--- src/rtl/nqueen_pkg.sv ---
// nqueen_pkg: search FSM encoding and index-width helper shared by the
// N-queens engine and its conflict checker.
package nqueen_pkg;

  // Backtracking search states.
  typedef enum logic [2:0] {
    ST_IDLE   = 3'd0,
    ST_CHECK  = 3'd1,
    ST_ACCEPT = 3'd2,
    ST_NEXT   = 3'd3,
    ST_EMIT   = 3'd4,
    ST_DONE   = 3'd5
  } state_t;

  // Smallest width w (at least 1) such that 2**w >= value.
  function automatic int clog2(input int value);
    int w;
    w = 1;
    for (int i = 1; i < 31; i++) begin
      if ((1 << i) < value) w = i + 1;
    end
    return w;
  endfunction

endpackage

--- src/rtl/queen_conflict.sv ---
// queen_conflict: combinational attack test between two queens given as
// (row, col) pairs. Differences are taken one bit wider than the indices so
// the absolute-value subtraction can never wrap.
module queen_conflict
  import nqueen_pkg::*;
#(
  parameter int COL_W = 3
) (
  input  logic [COL_W-1:0] row_a,
  input  logic [COL_W-1:0] col_a,
  input  logic [COL_W-1:0] row_b,
  input  logic [COL_W-1:0] col_b,
  output logic             conflict
);

  logic [COL_W:0] row_diff;
  logic [COL_W:0] col_diff;

  // Same column, or same diagonal (|dr| == |dc|), means the queens attack.
  always_comb begin
    row_diff = (row_a >= row_b) ? ({1'b0, row_a} - {1'b0, row_b})
                                : ({1'b0, row_b} - {1'b0, row_a});
    col_diff = (col_a >= col_b) ? ({1'b0, col_a} - {1'b0, col_b})
                                : ({1'b0, col_b} - {1'b0, col_a});
    conflict = (col_a == col_b) || (row_diff == col_diff);
  end

endmodule

--- src/rtl/nqueen_engine.sv ---
// nqueen_engine: iterative backtracking N-queens solver. One queen-pair
// comparison per cycle; each solution is streamed as N one-hot row beats
// over a valid/ready handshake, in lexicographic column order.
module nqueen_engine
  import nqueen_pkg::*;
#(
  parameter int N     = 8,
  parameter int CNT_W = 16
) (
  input  logic             clk,
  input  logic             reset,
  input  logic             start,
  input  logic             find_all,
  input  logic             abort,
  output logic             busy,
  output logic             done,
  output logic             sol_valid,
  input  logic             sol_ready,
  output logic [N-1:0]     sol_row,
  output logic             sol_last,
  output logic [CNT_W-1:0] sol_count
);

  localparam int COL_W = clog2(N);
  localparam logic [COL_W-1:0] LAST_IDX = COL_W'(N - 1);

  state_t           state_reg;
  logic [COL_W-1:0] r_reg;
  logic [COL_W-1:0] k_reg;
  logic [COL_W-1:0] b_reg;
  logic             mode_reg;

  // Column of the queen placed on each row; one register per row.
  logic [COL_W-1:0] col_reg [N];

  logic [COL_W-1:0] col_r;
  logic [COL_W-1:0] col_k;
  logic [COL_W-1:0] r_inc;
  logic [COL_W-1:0] k_inc;
  logic [COL_W-1:0] b_inc;
  logic             conflict;

  // Single write port into the column register file.
  logic             col_we;
  logic [COL_W-1:0] col_waddr;
  logic [COL_W-1:0] col_wdata;

  assign col_r = col_reg[r_reg];
  assign col_k = col_reg[k_reg];
  assign r_inc = r_reg + 1'b1;
  assign k_inc = k_reg + 1'b1;
  assign b_inc = b_reg + 1'b1;

  function automatic logic [N-1:0] onehot(input logic [COL_W-1:0] idx);
    logic [N-1:0] one;
    one = {{(N-1){1'b0}}, 1'b1};
    return one << idx;
  endfunction

  queen_conflict #(
    .COL_W (COL_W)
  ) u_conflict (
    .row_a    (r_reg),
    .col_a    (col_r),
    .row_b    (k_reg),
    .col_b    (col_k),
    .conflict (conflict)
  );

  // Column write decode: clear the new row on start/advance, bump on retry.
  always_comb begin
    col_we    = 1'b0;
    col_waddr = '0;
    col_wdata = '0;
    if (!abort) begin
      case (state_reg)
        ST_IDLE: begin
          if (start) begin
            col_we    = 1'b1;
            col_waddr = '0;
            col_wdata = '0;
          end
        end
        ST_ACCEPT: begin
          if (r_reg != LAST_IDX) begin
            col_we    = 1'b1;
            col_waddr = r_inc;
            col_wdata = '0;
          end
        end
        ST_NEXT: begin
          if (col_r < LAST_IDX) begin
            col_we    = 1'b1;
            col_waddr = r_reg;
            col_wdata = col_r + 1'b1;
          end
        end
        default: begin
          col_we = 1'b0;
        end
      endcase
    end
  end

  for (genvar gi = 0; gi < N; gi++) begin : g_col
    logic [COL_W-1:0] col_q;

    // Row gi column register, loaded through the shared write port.
    always_ff @(posedge clk) begin
      if (reset) begin
        col_q <= '0;
      end else if (col_we && (col_waddr == COL_W'(gi))) begin
        col_q <= col_wdata;
      end
    end

    assign col_reg[gi] = col_q;
  end

  // Search FSM with registered status and stream outputs.
  always_ff @(posedge clk) begin
    if (reset) begin
      state_reg <= ST_IDLE;
      r_reg     <= '0;
      k_reg     <= '0;
      b_reg     <= '0;
      mode_reg  <= 1'b0;
      busy      <= 1'b0;
      done      <= 1'b0;
      sol_valid <= 1'b0;
      sol_row   <= '0;
      sol_last  <= 1'b0;
      sol_count <= '0;
    end else if (abort) begin
      // Abort wins over everything but reset; the count is left as is.
      state_reg <= ST_IDLE;
      busy      <= 1'b0;
      done      <= 1'b0;
      sol_valid <= 1'b0;
      sol_row   <= '0;
      sol_last  <= 1'b0;
    end else begin
      done <= 1'b0;
      case (state_reg)
        ST_IDLE: begin
          if (start) begin
            r_reg     <= '0;
            k_reg     <= '0;
            sol_count <= '0;
            mode_reg  <= find_all;
            busy      <= 1'b1;
            state_reg <= ST_CHECK;
          end
        end
        ST_CHECK: begin
          if (k_reg == r_reg) begin
            state_reg <= ST_ACCEPT;
          end else if (conflict) begin
            state_reg <= ST_NEXT;
          end else begin
            k_reg <= k_inc;
          end
        end
        ST_ACCEPT: begin
          if (r_reg == LAST_IDX) begin
            b_reg     <= '0;
            sol_valid <= 1'b1;
            sol_row   <= onehot(col_reg[0]);
            sol_last  <= 1'b0;
            state_reg <= ST_EMIT;
          end else begin
            r_reg     <= r_inc;
            k_reg     <= '0;
            state_reg <= ST_CHECK;
          end
        end
        ST_NEXT: begin
          if (col_r < LAST_IDX) begin
            k_reg     <= '0;
            state_reg <= ST_CHECK;
          end else if (r_reg == '0) begin
            done      <= 1'b1;
            state_reg <= ST_DONE;
          end else begin
            r_reg <= r_reg - 1'b1;
          end
        end
        ST_EMIT: begin
          if (sol_ready) begin
            if (b_reg == LAST_IDX) begin
              if (sol_count != {CNT_W{1'b1}}) sol_count <= sol_count + 1'b1;
              sol_valid <= 1'b0;
              sol_row   <= '0;
              sol_last  <= 1'b0;
              if (mode_reg) begin
                r_reg     <= LAST_IDX;
                state_reg <= ST_NEXT;
              end else begin
                done      <= 1'b1;
                state_reg <= ST_DONE;
              end
            end else begin
              b_reg    <= b_inc;
              sol_row  <= onehot(col_reg[b_inc]);
              sol_last <= (b_inc == LAST_IDX);
            end
          end
        end
        ST_DONE: begin
          busy      <= 1'b0;
          state_reg <= ST_IDLE;
        end
        default: begin
          busy      <= 1'b0;
          state_reg <= ST_IDLE;
        end
      endcase
    end
  end

endmodule

--- config.mk ---
export PLATFORM = sky130hd
export DESIGN_NAME = nqueen_engine
export DESIGN_NICKNAME = d
export VERILOG_FILES = /design/src/rtl/nqueen_pkg.sv /design/src/rtl/queen_conflict.sv /design/src/rtl/nqueen_engine.sv
export SDC_FILE = /design/constraint.sdc
export NUM_CORES = 1
export LEC_CHECK = 0
export CORE_ASPECT_RATIO = 1.25
export CORE_MARGIN = 4
export CORE_UTILIZATION = 55
export DETAILED_ROUTE_END_ITERATION = 10
export GPL_TIMING_DRIVEN = 0
export PLACE_DENSITY_LB_ADDON = 0.3
export SYNTH_ARGS = -nofsm -noshare
export SYNTH_HDL_FRONTEND = slang
export SYNTH_HIERARCHICAL = 1
export SYNTH_SLANG_ARGS = --single-unit
--- constraint.sdc ---
create_clock -name clk -period 5 [get_ports clk]
set_input_delay 0.5 -clock clk [delete_from_list [all_inputs] [get_ports clk]]
set_output_delay 0.5 -clock clk [all_outputs]
set_load 0.01 [all_outputs]
# [Word level (Yosys, flattened, before mapping)]
# Cells that the tools add are included.
[word_totals] regBits=65 input_bits=6 out_inout_bits=28 wordCells=178
[classes] n_addsub=10 order_cmp=6 n_eq_ne=34 n_shift=2 muxes=75 bitwise_logic=5 n_reduce_logical=27
[op_table] cell="3-bit 2-to-1 mux" count=35
[op_table] cell="16-bit 2-to-1 mux" count=4
[op_table] cell="16-bit case mux with 2 select lines" count=1
[op_table] cell="3-bit binary-select mux with 3-bit select" count=3
[op_table] cell="2-bit inequality test, second input constant" count=13
[op_table] cell="3-bit == test, second input constant" count=8
[op_table] cell="8-bit 2-to-1 mux" count=3
[op_table] cell="3-bit case mux with 4 select lines" count=2
[op_table] cell="16-bit by 1-bit adder with 16-bit output, second input constant" count=1
[op_table] cell="1-bit 2-to-1 mux" count=16
[op_table] cell="16-bit inequality test, second input constant" count=1
[op_table] cell="8-bit case mux with 2 select lines" count=1
[op_table] cell="1-bit by 3-bit << shifter with 8-bit output, first input constant" count=2
[op_table] cell="3-bit by 3-bit subtractor with 4-bit output" count=4
[op_table] cell="3-bit case mux with 5 select lines" count=1
[op_table] cell="3-bit by 1-bit adder with 3-bit output, second input constant" count=4
[op_table] cell="3-bit by 2-bit == test with 1-bit output, second input constant" count=4
[op_table] cell="4-bit greater-or-equal comparator, second input constant" count=3
[op_table] cell="3-bit NOT with 4-bit output" count=3
[op_table] cell="3-bit case mux with 2 select lines" count=2
[op_table] cell="5-bit AND reduction" count=2
[op_table] cell="3-bit zero test" count=3
[op_table] cell="3-bit inequality test, second input constant" count=3
[op_table] cell="9-bit AND reduction" count=1
[op_table] cell="other kinds (21)" count=39

# [Logic depth before layout (Yosys ltp)]
# Gate-level depths: netlist of run 1.
[depth] word_depth=11 depth_mapped=19 ltp_nobuf=18

# [Cells and area by module]
# The synthesis of run 1 kept the hierarchy.
[by_module_without_submodules] mod="nqueen_engine" instances=1 cells_per_inst=424 area_per_inst_um2=3946.3 seq_area_each_um2=1301.2
[by_module_without_submodules] mod="queen_conflict" instances=1 cells_per_inst=69 area_per_inst_um2=564.3 seq_area_each_um2=0.0

# [Worst setup path after synthesis of run 1]
# OpenSTA, ideal clock, no wires.
[synth_path] path_kind="register -> register" startpoint="register r_reg[0]" endpoint="register k_reg[1]" setup_time_ps=71 arrival_ps=3855 required_ps=4929 setup_slack_ps=1074 stages_incl_launch_ff=19 n_path_buf=1 synth_period_minus_slack_ps=3926 cell_sequence="dfxtp_1 > buf_6 > mux4_2 > mux2i_2 > inv_2 > inv_1 > ha_1 > inv_1 > fa_1 > inv_1 > fa_1 > o21ai_0 > a21oi_1 > xnor2_1 > o41ai_2 > a31oi_1 > nand3_1 > or4_1 > a21oi_1"
[synth_between] elab_chain_cells=10 elab_cells_between_ends=23 classes_between="add/sub: 4; order compare: 3; eq/ne: 8; mux: 5; bitwise: 1; reduce/logical: 2"
[synth_lines] item="start, declared" line_no="nqueen_engine.sv:28" text="logic [COL_W-1:0] r_reg;"
[synth_lines] item="start signal, assigned" line_no="nqueen_engine.sv:172" text="r_reg <= r_inc;"
[synth_lines] item="start signal, assigned" line_no="nqueen_engine.sv:185" text="r_reg <= r_reg - 1'b1;"
[synth_lines] item="3-bit NOT with 4-bit output (not written as such) (*)" line_no="nqueen_engine.sv:48" text="assign col_r = col_reg[r_reg];"
[synth_lines] item="3-bit binary-select mux with 3-bit select (*)" line_no="nqueen_engine.sv:48"
[synth_lines] item="3-bit 2-to-1 mux (not written as such) (*) (2 in a row)" line_no="nqueen_engine.sv:48"
[synth_lines] item="net col_r[0]" line_no="nqueen_engine.sv:36" text="logic [COL_W-1:0] col_r;"
[synth_lines] item="3-bit by 3-bit subtractor with 4-bit output, or another cell as far along" line_no="queen_conflict.sv:24" text=": ({1'b0, col_b} - {1'b0, col_a});"
[synth_lines] item="4-bit 2-to-1 mux" line_no="queen_conflict.sv:23" text="col_diff = (col_a >= col_b) ? ({1'b0, col_a} - {1'b0, col_b})"
[synth_lines] item="4-bit == test" line_no="queen_conflict.sv:25" text="conflict = (col_a == col_b) || (row_diff == col_diff);"
[synth_lines] item="1-bit logical OR (*)" line_no="queen_conflict.sv:25"
[synth_lines] item="net conflict" line_no="nqueen_engine.sv:41" text="logic conflict;"
[synth_lines] item="2-bit inequality test (no source line) (*)"
[synth_lines] item="7-bit AND reduction (no source line) (*)"
[synth_lines] item="end signal, assigned" line_no="nqueen_engine.sv:161" text="k_reg <= k_inc;"
[synth_lines] item="end, declared" line_no="nqueen_engine.sv:29" text="logic [COL_W-1:0] k_reg;"
# Mark *: on every way through the listed nets, which the timed path passes. The rest lies on a longest branch. The select of a mux whose other input is x is not followed.
# A chain may end at the register's enable or synchronous reset.

# [Final worst setup path of run 1]
[layout_path] startpoint="register k_reg[0]" endpoint="register state_reg[2]"
[layout_between] elab_chain_cells=10 elab_cells_between_ends=20 classes_between="add/sub: 4; order compare: 2; eq/ne: 4; mux: 7; bitwise: 1; reduce/logical: 2"
[layout_lines] item="3-bit NOT with 4-bit output (not written as such) (*)" line_no="nqueen_engine.sv:49" text="assign col_k = col_reg[k_reg];"
[layout_lines] item="3-bit binary-select mux with 3-bit select (*)" line_no="nqueen_engine.sv:49"
[layout_lines] item="3-bit 2-to-1 mux (not written as such) (*) (2 in a row)" line_no="nqueen_engine.sv:49"
[layout_lines] item="net col_k[0]" line_no="nqueen_engine.sv:37" text="logic [COL_W-1:0] col_k;"
[layout_lines] item="3-bit by 3-bit subtractor with 4-bit output, or another cell as far along" line_no="queen_conflict.sv:24"
[layout_lines] item="4-bit 2-to-1 mux" line_no="queen_conflict.sv:23"
[layout_lines] item="4-bit == test" line_no="queen_conflict.sv:25"
[layout_lines] item="1-bit logical OR (*)" line_no="queen_conflict.sv:25"
[layout_lines] item="net conflict" line_no="nqueen_engine.sv:41"
[layout_lines] item="3-bit inequality test (no source line) (*)"
[layout_lines] item="5-bit AND reduction (no source line) (*)"
[layout_lines] item="end signal, assigned" line_no="nqueen_engine.sv:123" text="state_reg <= ST_IDLE;"
[layout_lines] item="end signal, assigned" line_no="nqueen_engine.sv:136" text="state_reg <= ST_IDLE;"
[layout_lines] item="end signal, assigned" line_no="nqueen_engine.sv:152" text="state_reg <= ST_CHECK;"
[layout_lines] item="end, declared" line_no="nqueen_engine.sv:27" text="state_t state_reg;"
# Marked as above.

==> impl_summary.log, run 1 <==
[metrics] relative contribution of the clock network to total power: 44.6%
[metrics] antenna diode count: 0
[metrics] Warnings, synthesis: 6
[metrics] first-pass GRT wire length: 18,100 um
[metrics] Seq/Total Area, Yosys: 28.8%
[metrics] clock latency on the worst-skew pair: 0.36 ns
[metrics] post-route cell area: 5190 um2
[metrics] total power per unit cell area: 227 nW/um2
[metrics] data arrival at the endpoint of the critical path: 4.83 ns
[metrics] number of cells traversed by the worst hold path: 2
[metrics] min Tclk post-route: 4.57 ns
[metrics] DP HPWL: 8150 um
[metrics] element type at the critical path end: flip-flop
[metrics] Area contributors post-synth: sky130_fd_sc_hd__dfxtp_1 (29%), sky130_fd_sc_hd__mux4_2 (9.0%), sky130_fd_sc_hd__mux2i_1 (8.0%), sky130_fd_sc_hd__ha_1 (6.1%), sky130_fd_sc_hd__nand2b_1 (4.9%)
[metrics] sequential share of power: 45.0%
[metrics] fraction of power spent switching nets: 26.2%
[metrics] worst hold-check path type: flip-flop to flip-flop
[metrics] Static Leakage: 1.88 nW
[metrics] synthesized cell area: 4510 um2
[metrics] worst setup margin: 0.430 ns
[metrics] Die Wd: 89 um
[metrics] CTS root buffer: sky130_fd_sc_hd__clkbuf_8
[metrics] Post-Syn Instances: 493
[metrics] RePlAce Congestion: 0.924
[metrics] Vias per Instance: 6.09
[metrics] first-pass iteration count of the detailed router: 5
[metrics] final wirelength: 10,900 um
[metrics] met3 wire length: 665 um
[metrics] leading registers by flop count: g_col.col_q (24), sol_count (16), sol_row (8)
[metrics] area occupied by registers: 1300 um2
[metrics] initial core utilization: 57.2%
[metrics] max capacitance violation total: 0
[metrics] pre-CTS WS: 0.538 ns
[metrics] clock sink count: 65
[metrics] area growth from synthesis to final layout: 15.0%
[metrics] setup bufs post-CTS: 0
[metrics] total congestion overflow after global routing: 0
[metrics] top cell type by total area after synthesis: sky130_fd_sc_hd__dfxtp_1
[metrics] async set or reset register ratio after synthesis: 0%
[metrics] length in cells of the worst reg-to-reg path: 16
[metrics] clock tree from TritonCTS: yes
[metrics] element type at the critical path start: flip-flop
[metrics] aggregate global-route resource usage: 24.1%
[metrics] internal power contribution: 0.868 mW
[metrics] standard cell area after detailed placement: 4960 um2
[metrics] number of nets with antenna violations after detailed routing: 0
[metrics] Fmax: 219 MHz
[metrics] total area of multi-input combinational cells: 2980 um2
[metrics] number of fillers in the final layout: 624
[metrics] CTS Buf Count: 9
[metrics] number of buffers on the longest clock path: 2
[metrics] average instance area after synthesis: 9.15 um2
[metrics] CTS hold repair buffers: 0
[metrics] top layer reached by signal wires: met4
[metrics] Comb pwr share: 10.4%
[metrics] top-level port count: 34
[metrics] maximum clock skew at final layout: 0.00852 ns
[metrics] met1 wire length: 4460 um
[metrics] Critical Path Fanout Max: 9
[metrics] number of design-rule violations left by the first detailed-router iteration: 253
[metrics] total chip power: 1.18 mW
[metrics] required time worst endpoint: 5.26 ns
[metrics] Yosys top cell area share: 28.8%
[metrics] number of core rows: 36
[metrics] number of distinct library cell variants in the gate-level netlist after synthesis: 62
[metrics] antenna violations before repair: 0
[metrics] routed via count: 3,877
[metrics] number of enable-type register cells in the synthesized netlist: 0
[metrics] standard cell core area: 7880 um2
[metrics] CTS-repair resized insts: 0
[metrics] post-route clock period utilization: 91.4%
[metrics] Final TNS setup: 0 ns
[metrics] Die Outline Area: 9720 um2
[metrics] most frequently used flop master after synthesis: sky130_fd_sc_hd__dfxtp_1
[metrics] Largest register FFs: 24
[metrics] number of global-route vias before repair: 3,754
[metrics] H-tree depth: 3
[metrics] actual transition at the worst max-transition pin: 0.962 ns
[metrics] post-synth net total: 527
[metrics] post-synthesis register bit count: 65
[metrics] Peak VDD IR: 0.208 mV
[metrics] Net Switching: 0.308 mW
[metrics] DRC violation count after routing: 0
[metrics] final standard cell utilization of the core: 65.8%
[metrics] largest net degree at the start of global routing: 13
[metrics] clock-pin slew on the worst setup and hold paths: 0.08 ns
[metrics] amount of wire on met2 after detailed routing: 5270 um
[metrics] IO buf count: 33
[metrics] status: finished clean
[metrics] vertical extent of the die: 109 um
[metrics] endpoints failing setup: 0
[metrics] Hold Fails Final Rpt: 0
[metrics] layout cells sized above 1: 11.4%
[metrics] Worst slew margin: 34.8%
[metrics] layout net count: 571
[metrics] Setup Crit Path Kind: flip-flop to flip-flop
[metrics] Final Max Tran Viols: 0
[metrics] register with the most flip-flops: g_col.col_q
[metrics] RSZ-0062 raised after global routing: no
[metrics] average wire per cell in the routed design: 17.1 um
layout by cell type (no fill, tap or decap), drive strengths merged, types with 3 or more instances in the layout:
cell,instances
nand2b,35
and2,4
a21o,4
mux2i,39
buf,7
and3,6
mux4,18
inv,34
ha,22
or4,4
dfxtp,65
nor3,12
nand2,23
a311oi,3
a32oi,4
nand3,20
a2111oi,3
nand4,11
mux2,5
o21ai,11
clkbuf,28
a21oi,26
or3,3
clkdlybuf4s50,33
nor2b,7
nor2,49
a211oi,7
xnor2,11
xor2,9
a22oi,3
fa,6
worst paths after layout:
check | to | from | slack [ns]
min reg2reg | b_reg[2] | b_reg[2] | 0.48
max | state_reg[2] | k_reg[0] | 0.43
max reg2reg | state_reg[2] | k_reg[0] | 0.43
min | b_reg[2] | b_reg[2] | 0.48
layout make-up:
type | instances | share of cell area [%]
well taps | 95 | 2.29
multi-input cells | 370 | 57.4
clock inverters | 6 | 1.74
inverters | 33 | 2.39
flip-flops and latches | 65 | 25.1
repair buffers | 33 | 6.37
plain buffers | 25 | 2.12
clock buffers | 10 | 2.65
worst max-delay path: stages (launching register included):
cell and delay [ns]:
sky130_fd_sc_hd__dfxtp_1 0.39, sky130_fd_sc_hd__clkbuf_1 0.52, sky130_fd_sc_hd__mux4_2 0.58, sky130_fd_sc_hd__mux2_2 0.31, sky130_fd_sc_hd__ha_1 0.18, sky130_fd_sc_hd__inv_1 0.09, sky130_fd_sc_hd__fa_1 0.17, sky130_fd_sc_hd__inv_1 0.05
sky130_fd_sc_hd__fa_1 0.45, sky130_fd_sc_hd__nand2_1 0.11, sky130_fd_sc_hd__mux2i_1 0.21, sky130_fd_sc_hd__xor2_1 0.10, sky130_fd_sc_hd__o41ai_2 0.36, sky130_fd_sc_hd__a31oi_1 0.12, sky130_fd_sc_hd__a21boi_0 0.38, sky130_fd_sc_hd__o21ai_0 0.16
sky130_fd_sc_hd__a221oi_1 0.27
through the flow:
stage,hold slack [ns],cells
6_report,0.484,637
5_1_grt,0.523,637
4_1_cts,0.483,637
3_5_place_dp,0.469,621
3_3_place_gp,0.460,621
2_1_floorplan,0.450,493
cell families (layout without fill, tap and decap cells):
kind of cell / Yosys count / count (layout) / share of synthesized area [%]
adders and majority gates: 28 / 28 / 8.77
AOI/OAI and AO/OA: 77 / 77 / 12.2
DFF: 65 / 65 / 28.8
buffers and inverters: 58 / 107 / 5.19
xor gates and xnor gates: 20 / 20 / 3.88
and+or+nand+nor: 183 / 183 / 21.8
muxes: 62 / 62 / 19.3
per-layer routing:
layer / vias up / track usage, %
met5: - / 0
met4: 0 / 14.4
met3: 41 / 4.91
met2: 156 / 39.0
met1: 1823 / 29.3
li1: 1857 / -
cell usage after synthesis (all sizes together), types with 3 or more instances:
| master | count |
|---|---|
| mux4 | 18 |
| inv | 33 |
| clkbuf | 18 |
| a311oi | 3 |
| mux2 | 5 |
| nor2b | 7 |
| or4 | 4 |
| and2 | 4 |
| mux2i | 39 |
| nand4 | 11 |
| and3 | 6 |
| or3 | 3 |
| fa | 6 |
| a32oi | 4 |
| nor2 | 49 |
| buf | 7 |
| xnor2 | 11 |
| nor3 | 12 |
| dfxtp | 65 |
| a211oi | 7 |
| xor2 | 9 |
| o21ai | 11 |
| a22oi | 3 |
| a21oi | 26 |
| a21o | 4 |
| nand3 | 20 |
| a2111oi | 3 |
| nand2 | 23 |
| ha | 22 |
| nand2b | 35 |
power groups by stage:
| stage | Sequential, mW | Combinational (mW) | Clock (mW) |
|---|---|---|---|
| floorplan | 0.540 | 0.0884 | 0 |
| global placement | 0.541 | 0.116 | 0 |
| detailed placement | 0.541 | 0.119 | 0 |
| CTS | 0.529 | 0.120 | 0.528 |
| global route | 0.530 | 0.133 | 0.560 |
| finish | 0.529 | 0.122 | 0.524 |
Note: power is estimated with default switching activity, not from simulation.
==> inputs of run 2 (changes only) <==
--- a/config.mk
+++ b/config.mk
@@ -10,7 +10,9 @@
 export CORE_UTILIZATION = 55
 export DETAILED_ROUTE_END_ITERATION = 10
 export GPL_TIMING_DRIVEN = 0
+export HOLD_SLACK_MARGIN = 0.06
 export PLACE_DENSITY_LB_ADDON = 0.3
+export SKIP_LAST_GASP = 1
 export SYNTH_ARGS = -nofsm -noshare
 export SYNTH_HDL_FRONTEND = slang
 export SYNTH_HIERARCHICAL = 1
==> constraint.sdc (replaced) <==
create_clock -name clk -period 5 [get_ports clk]
set_input_delay 0.75 -clock clk [delete_from_list [all_inputs] [get_ports clk]]
set_output_delay 0.75 -clock clk [all_outputs]
set_load 0.01 [all_outputs]
==> results of run 2 <==
The final DEF is identical to that of run 1; final timing and power are the same.
==> inputs of run 3 (changes only) <==
--- a/config.mk
+++ b/config.mk
@@ -8,6 +8,7 @@
 export CORE_ASPECT_RATIO = 1.25
 export CORE_MARGIN = 4
 export CORE_UTILIZATION = 55
+export CTS_CLUSTER_DIAMETER = 100
 export DETAILED_ROUTE_END_ITERATION = 10
 export GPL_TIMING_DRIVEN = 0
 export HOLD_SLACK_MARGIN = 0.06
==> results of run 3 <==
The final DEF is identical to that of run 1; final timing and power are the same.
